$ cat src/rtl/mem_stage.sv
// MEM pipeline stage: performs data-memory loads/stores over a req/ack handshake,
// resolves branches, and registers the fields handed to the MEM/WB register.
//
// state  | meaning
// IDLE   | accepting from EX/MEM; ALU ops and illegal accesses retire next edge
// WAIT   | memory request outstanding; upstream frozen until ack or timeout
module mem_stage #(
    parameter int DATA_W  = 32,
    parameter int TIMEOUT = 16
) (
    input  logic              clk,
    input  logic              rst,
    input  logic              valid_in,
    input  logic              flush_in,
    input  logic [DATA_W-1:0] BPC_in,
    input  logic [4:0]        gprDes_in,
    input  logic [DATA_W-1:0] aluOut_in,
    input  logic [DATA_W-1:0] gprB_in,
    input  logic              zero_in,
    input  logic              pcSel_in,
    input  logic              memR_in,
    input  logic              memW_in,
    input  logic              regW_in,
    input  logic              memToR_in,
    output logic              dmem_req,
    output logic              dmem_we,
    output logic [DATA_W-1:0] dmem_addr,
    output logic [DATA_W-1:0] dmem_wdata,
    input  logic              dmem_ack,
    input  logic [DATA_W-1:0] dmem_rdata,
    output logic              stall_out,
    output logic              br_take,
    output logic [DATA_W-1:0] br_target,
    output logic              wb_valid,
    output logic              wb_regW,
    output logic              wb_memToR,
    output logic [4:0]        wb_gprDes,
    output logic [DATA_W-1:0] wb_aluOut,
    output logic [DATA_W-1:0] wb_rdata,
    output logic              err
);

    localparam int CNT_W = $clog2(TIMEOUT + 1);

    typedef enum logic {S_IDLE = 1'b0, S_WAIT = 1'b1} state_t;

    state_t           r_state;
    state_t           w_next;
    logic [CNT_W-1:0] r_cnt;
    logic             r_regW;
    logic             r_memToR;
    logic [4:0]       r_gprDes;

    logic w_live;
    logic w_is_mem;
    logic w_illegal;
    logic w_issue;
    logic w_tmo;

    always_comb begin
        w_live    = valid_in & ~flush_in;
        w_is_mem  = memR_in | memW_in;
        w_illegal = (memR_in & memW_in) | (w_is_mem & (aluOut_in[1:0] != 2'b00));
        w_issue   = (r_state == S_IDLE) & w_live & w_is_mem & ~w_illegal;
        w_tmo     = (r_state == S_WAIT) & ~dmem_ack & (r_cnt == CNT_W'(TIMEOUT - 1));
    end

    always_ff @(posedge clk or negedge rst) begin
        if (!rst) r_state <= S_IDLE;
        else      r_state <= w_next;
    end

    always_comb begin
        w_next = r_state;
        case (r_state)
            S_IDLE:  if (w_issue) w_next = S_WAIT;
            S_WAIT:  if (dmem_ack || w_tmo) w_next = S_IDLE;
            default: w_next = S_IDLE;
        endcase
    end

    // Ack drops the stall in its own cycle so upstream advances on the completing edge.
    always_comb begin
        stall_out = w_issue | ((r_state == S_WAIT) & ~dmem_ack);
        br_take   = (r_state == S_IDLE) & w_live & pcSel_in & zero_in;
        br_target = BPC_in;
    end

    always_ff @(posedge clk or negedge rst) begin
        if (!rst) begin
            dmem_req   <= 1'b0;
            dmem_we    <= 1'b0;
            dmem_addr  <= '0;
            dmem_wdata <= '0;
            wb_valid   <= 1'b0;
            wb_regW    <= 1'b0;
            wb_memToR  <= 1'b0;
            wb_gprDes  <= '0;
            wb_aluOut  <= '0;
            wb_rdata   <= '0;
            err        <= 1'b0;
            r_cnt      <= '0;
            r_regW     <= 1'b0;
            r_memToR   <= 1'b0;
            r_gprDes   <= '0;
        end else begin
            wb_valid <= 1'b0;
            wb_regW  <= 1'b0;
            err      <= 1'b0;
            if (r_state == S_IDLE) begin
                if (w_live && (!w_is_mem || w_illegal)) begin
                    wb_valid  <= 1'b1;
                    wb_regW   <= regW_in & ~w_illegal;
                    err       <= w_illegal;
                    wb_memToR <= memToR_in;
                    wb_gprDes <= gprDes_in;
                    wb_aluOut <= aluOut_in;
                    wb_rdata  <= '0;
                end else if (w_issue) begin
                    dmem_req   <= 1'b1;
                    dmem_we    <= memW_in;
                    dmem_addr  <= aluOut_in;
                    dmem_wdata <= gprB_in;
                    r_regW     <= regW_in;
                    r_memToR   <= memToR_in;
                    r_gprDes   <= gprDes_in;
                    r_cnt      <= '0;
                end
            end else if (dmem_ack || w_tmo) begin
                // dmem_addr still holds the ALU result that formed the address.
                dmem_req  <= 1'b0;
                wb_valid  <= 1'b1;
                wb_regW   <= r_regW & dmem_ack;
                err       <= ~dmem_ack;
                wb_memToR <= r_memToR;
                wb_gprDes <= r_gprDes;
                wb_aluOut <= dmem_addr;
                wb_rdata  <= (dmem_ack && !dmem_we) ? dmem_rdata : '0;
            end else begin
                r_cnt <= r_cnt + CNT_W'(1);
            end
        end
    end

endmodule

$ cat config.mk
export PLATFORM = sky130hd
export DESIGN_NAME = mem_stage
export DESIGN_NICKNAME = d
export VERILOG_FILES = /design/src/rtl/mem_stage.sv
export SDC_FILE = /design/constraint.sdc
export NUM_CORES = 1
export LEC_CHECK = 0
export ABC_AREA = 1
export CELL_PAD_IN_SITES_DETAIL_PLACEMENT = 1
export CELL_PAD_IN_SITES_GLOBAL_PLACEMENT = 2
export CORE_ASPECT_RATIO = 0.7
export CORE_MARGIN = 2
export CORE_UTILIZATION = 20
export CTS_CLUSTER_SIZE = 30
export DETAILED_ROUTE_END_ITERATION = 10
export GPL_TIMING_DRIVEN = 1
export PLACE_DENSITY_LB_ADDON = 0.1
export SLEW_MARGIN = 20
export SYNTH_ARGS = -nofsm -noshare
export SYNTH_HDL_FRONTEND = slang
export SYNTH_SLANG_ARGS = --single-unit
$ cat constraint.sdc
create_clock -name clk -period 1.72 [get_ports clk]
set_input_delay 0.344 -clock clk [delete_from_list [all_inputs] [get_ports clk]]
set_output_delay 0.344 -clock clk [all_outputs]
set_load 0.02 [all_outputs]
==> impl_results.md <==
- Reg clk slew, reported paths: 70 ps
- Critical path class: flop to flop
- Setup WS post-layout: -86.8 ps
- Synth warnings: 0
- Top-area cell type share of the netlist area: between 50% and 60%
- Hold Vio Cnt, Final: 0
- TritonCTS sink count: 152
- ANT cells: 0
- Worst path buffer plus inverter count: 1
- DP Area: between 9000 and 10000 um^2
- Finished Cell Area: 11100 um^2
- CTS root buf: clkbuf_16
- Synth Flop Type: dfrtp_1
- Met3 Use GR: 4.58%
- CTS Buffer Depth: 2
- Num CTS Buffers: 17
- Final Cycle Share: 105%
- Final Wtd Congestion: about 0.7
- Area contributors post-synth: dfrtp_1 (57%), nand2_1 (19%), nand3_1 (6.1%), o21ai_0 (5.8%), buf_4 (4.4%)
- Netlist cell types: 20
- Worst-path cell chain: ha_2, nand2_2, nor2_2, ha_2, o21ai_4, nand2_4, clkbuf_16, nand2_1, nand2_1
- PwrDens: roughly 1100 nW/um^2
- Number of flops mapped to enable cells by yosys: 0
- RSZ-0062 raised after global routing: yes
- Top Usage Layer GRT: met2
- Final WL: 26.2 mm
- Max stage delay on crit path: 380 ps
- Routed Antenna Nets: 0
- Chip width: 221 um
- Post-DR vias/cell: 4.09
- Worst vdd ir: between 0.4 and 0.5 mV
- Measured slew at the worst slew-check pin: between 400 and 500 ps
- Syn_area_per_cell: around 8.4 um^2
- DR WL/cell: roughly 18 um
- Starting DRT DRC Count: 283
- Largest net degree at the start of global routing: 51
- Post-synth net total: approximately 930
- Synth top cells by count: nand2_1 (330), dfrtp_1 (152), nand3_1 (81)
- Crit end category: flop
- Share of cells above drive strength 1: 20.6%
- Total global-route track usage: between 10% and 20%
- Max_slew headroom: between 60% and 70%
- Core Box Area: 32500 um^2
- Starting Density: roughly 20%
- Row Count: 55
- Initial antenna violation count: 0
- Die area: around 35000 um^2
- Met2 usage: 22.1%
- Critical path required time: just over 2000 ps
- Data arrival, critical path: roughly 2100 ps
- Setup TNS: -2230 ps
- Number of synthesized register bits: 152
- Failing checks: design-rule violations, negative setup slack
- Clk_lat worst skew: between 400 and 500 ps
- Top Ports: ~320
- Register area share after synthesis: 57.5%
- Clock Skews: between 9 and 10 ps
- Router iterations before antenna repair: 7
- CTS tree: built
- Fmax achieved: 553 MHz
- Detail Placement HPWL: about 17 mm
- Met1 Track Usage GR: about a fifth
- Synth area leader: dfrtp_1
- Ys async rst share: 100%
- Hold crit path type: input port to asynchronous set/reset pin
- CP max-delay cell: dfrtp_1
- Placed Instances: roughly 1400
- Mapped Area: between 6000 and 7000 um^2
- First-pass GRT wire length: 37.4 mm
- Die Ht: about 160 um
- CP delay by family, top: simple AND/OR/NAND/NOR gates
- Via count: ~6000
- Final setup vio count: approximately 50
- Number of global-route vias before repair: 6166
- # DRC: 17
- Synth Instances: between 700 and 800
- Outcome: finished with violations
- Max-slew violation count: 0
- Congestion Overflow GR: 0
- RR Startpoint: r_cnt[1]$_DFFE_PN0P_
- DP Worst Slack: -359 ps
- Crit path time final: between 1500 and 2000 ps
- Worst setup startpoint: r_cnt[1]$_DFFE_PN0P_
- Non-filler cells, final: roughly 1500
- Final nets: between 1000 and 1500
- Most common cell in the netlist: nand2_1
- Area Growth Syn to Fin: 68.0%
- H-tree levels: 4
- CP Max Fanout: 6
- Max Cap Violations: 0
- IO Port Bufs: approximately 250
- Static leakage: 5.74 nW
- Type of origin of the critical path: flop
## placed cells by master, fill, tap and decap left out, types with 3 or more instances in the layout
master	instances
buf_12	16
buf_4	24
buf_6	6
buf_8	4
bufinv_16	6
clkbuf_16	27
clkdlybuf4s50_1	110
dfrtp_1	151
dlygate4sd2_1	139
inv_1	44
nand2_1	277
nand2_2	41
nand2_4	15
nand3_1	27
nand3_2	51
nand3_4	3
nor2_1	3
nor2_2	4
nor2_4	3
o21ai_0	77
## cell families (layout without fill, tap and decap cells)
group | count (synthesis) | in the layout | synth area share (%)
buffers and inverters | 124 | 389 | 9.70
AO/OA/AOI/OAI | 79 | 79 | 6.07
adder cells (fa/ha/maj) | 2 | 2 | 0.378
flip-flops | 152 | 152 | 57.5
AND/OR/NAND/NOR | 429 | 429 | 26.4
## state kept, by name, indices dropped and copies added (netlist names)
name        flops
wb_valid        1
dmem_req        1
dmem_wdata     32
wb_regW         1
err             1
wb_rdata       32
wb_aluOut      32
r_cnt           5
wb_memToR       1
r_gprDes        5
dmem_we         1
dmem_addr      32
r_memToR        1
r_state         1
wb_gprDes       5
r_regW          1
## timing repair
| item | 4_1_cts | 5_1_grt |
|---|---|---|
| hold endpoints to repair | 33 | 0 |
| resized for setup | 154 | 138 |
| hold buffers | 1 | 0 |
| endpoints found under the setup margin | 211 | 75 |
| setup buffers | 5 | 4 |
| pin swaps | 4 | 62 |
| cloned | 0 | 15 |
## worst register-to-register path, delay by kind of cell, from the launching register on
kind	cells	cell delay, ps
and+or+nand+nor	5	430
adders and majority gates	2	390
DFF	1	380
AOI/OAI and AO/OA	1	280
buffers and inverters	1	230
## final cells by class
cell class | instances | area, um^2
inverters | 48 | 185
flip-flops and latches | 152 | 3800
repair buffers | 310 | 3210
clock buffers | 20 | 457
clock inverters | 11 | 219
multi-input cells | 510 | 2710
fillers | 3757 | 21400
well taps | 427 | 534
## where the power goes
group | internal [mW] | leakage [nW] | total [mW] | switching (mW)
clock | 2.80 | 0.327 | 4.40 | 1.60
combinational | 1.30 | 3.46 | 3.13 | 1.83
sequential | 4.22 | 1.95 | 4.64 | 0.424
## per-layer routing
layer	wire length, um	share of wire, %
met1	12600	48
met3	1490	5.7
met4	235	0.90
met5	0	0
met2	11900	45
## path summary, 6_finish.rpt
path	end	slack [ps]	cells after the start
min in group clk	dmem_wdata[8]$_DFFE_PN0P_	440	3
worst min-delay path	dmem_addr[9]$_DFFE_PN0P_	380	2
max in group asynchronous	dmem_wdata[2]$_DFFE_PN0P_	750	3
worst max register to register	wb_aluOut[19]$_DFFE_PN0P_	-90	9
worst max-delay path	wb_aluOut[19]$_DFFE_PN0P_	-90	9
worst min register to register	dmem_wdata[4]$_DFFE_PN0P_	460	2
## through the flow
stage / hold slack (ps) / utilization (%) / total power [mW]
floorplan: 48.4 / - / 6.16
global placement: 327 / 29.7 / 8.05
detailed placement: 335 / 29.7 / 8.07
CTS: 411 / 31.5 / 12.2
global route: 421 / 34.2 / 12.9
finish: 379 / 34.2 / 12.2
(Power assumes the default switching activity.)
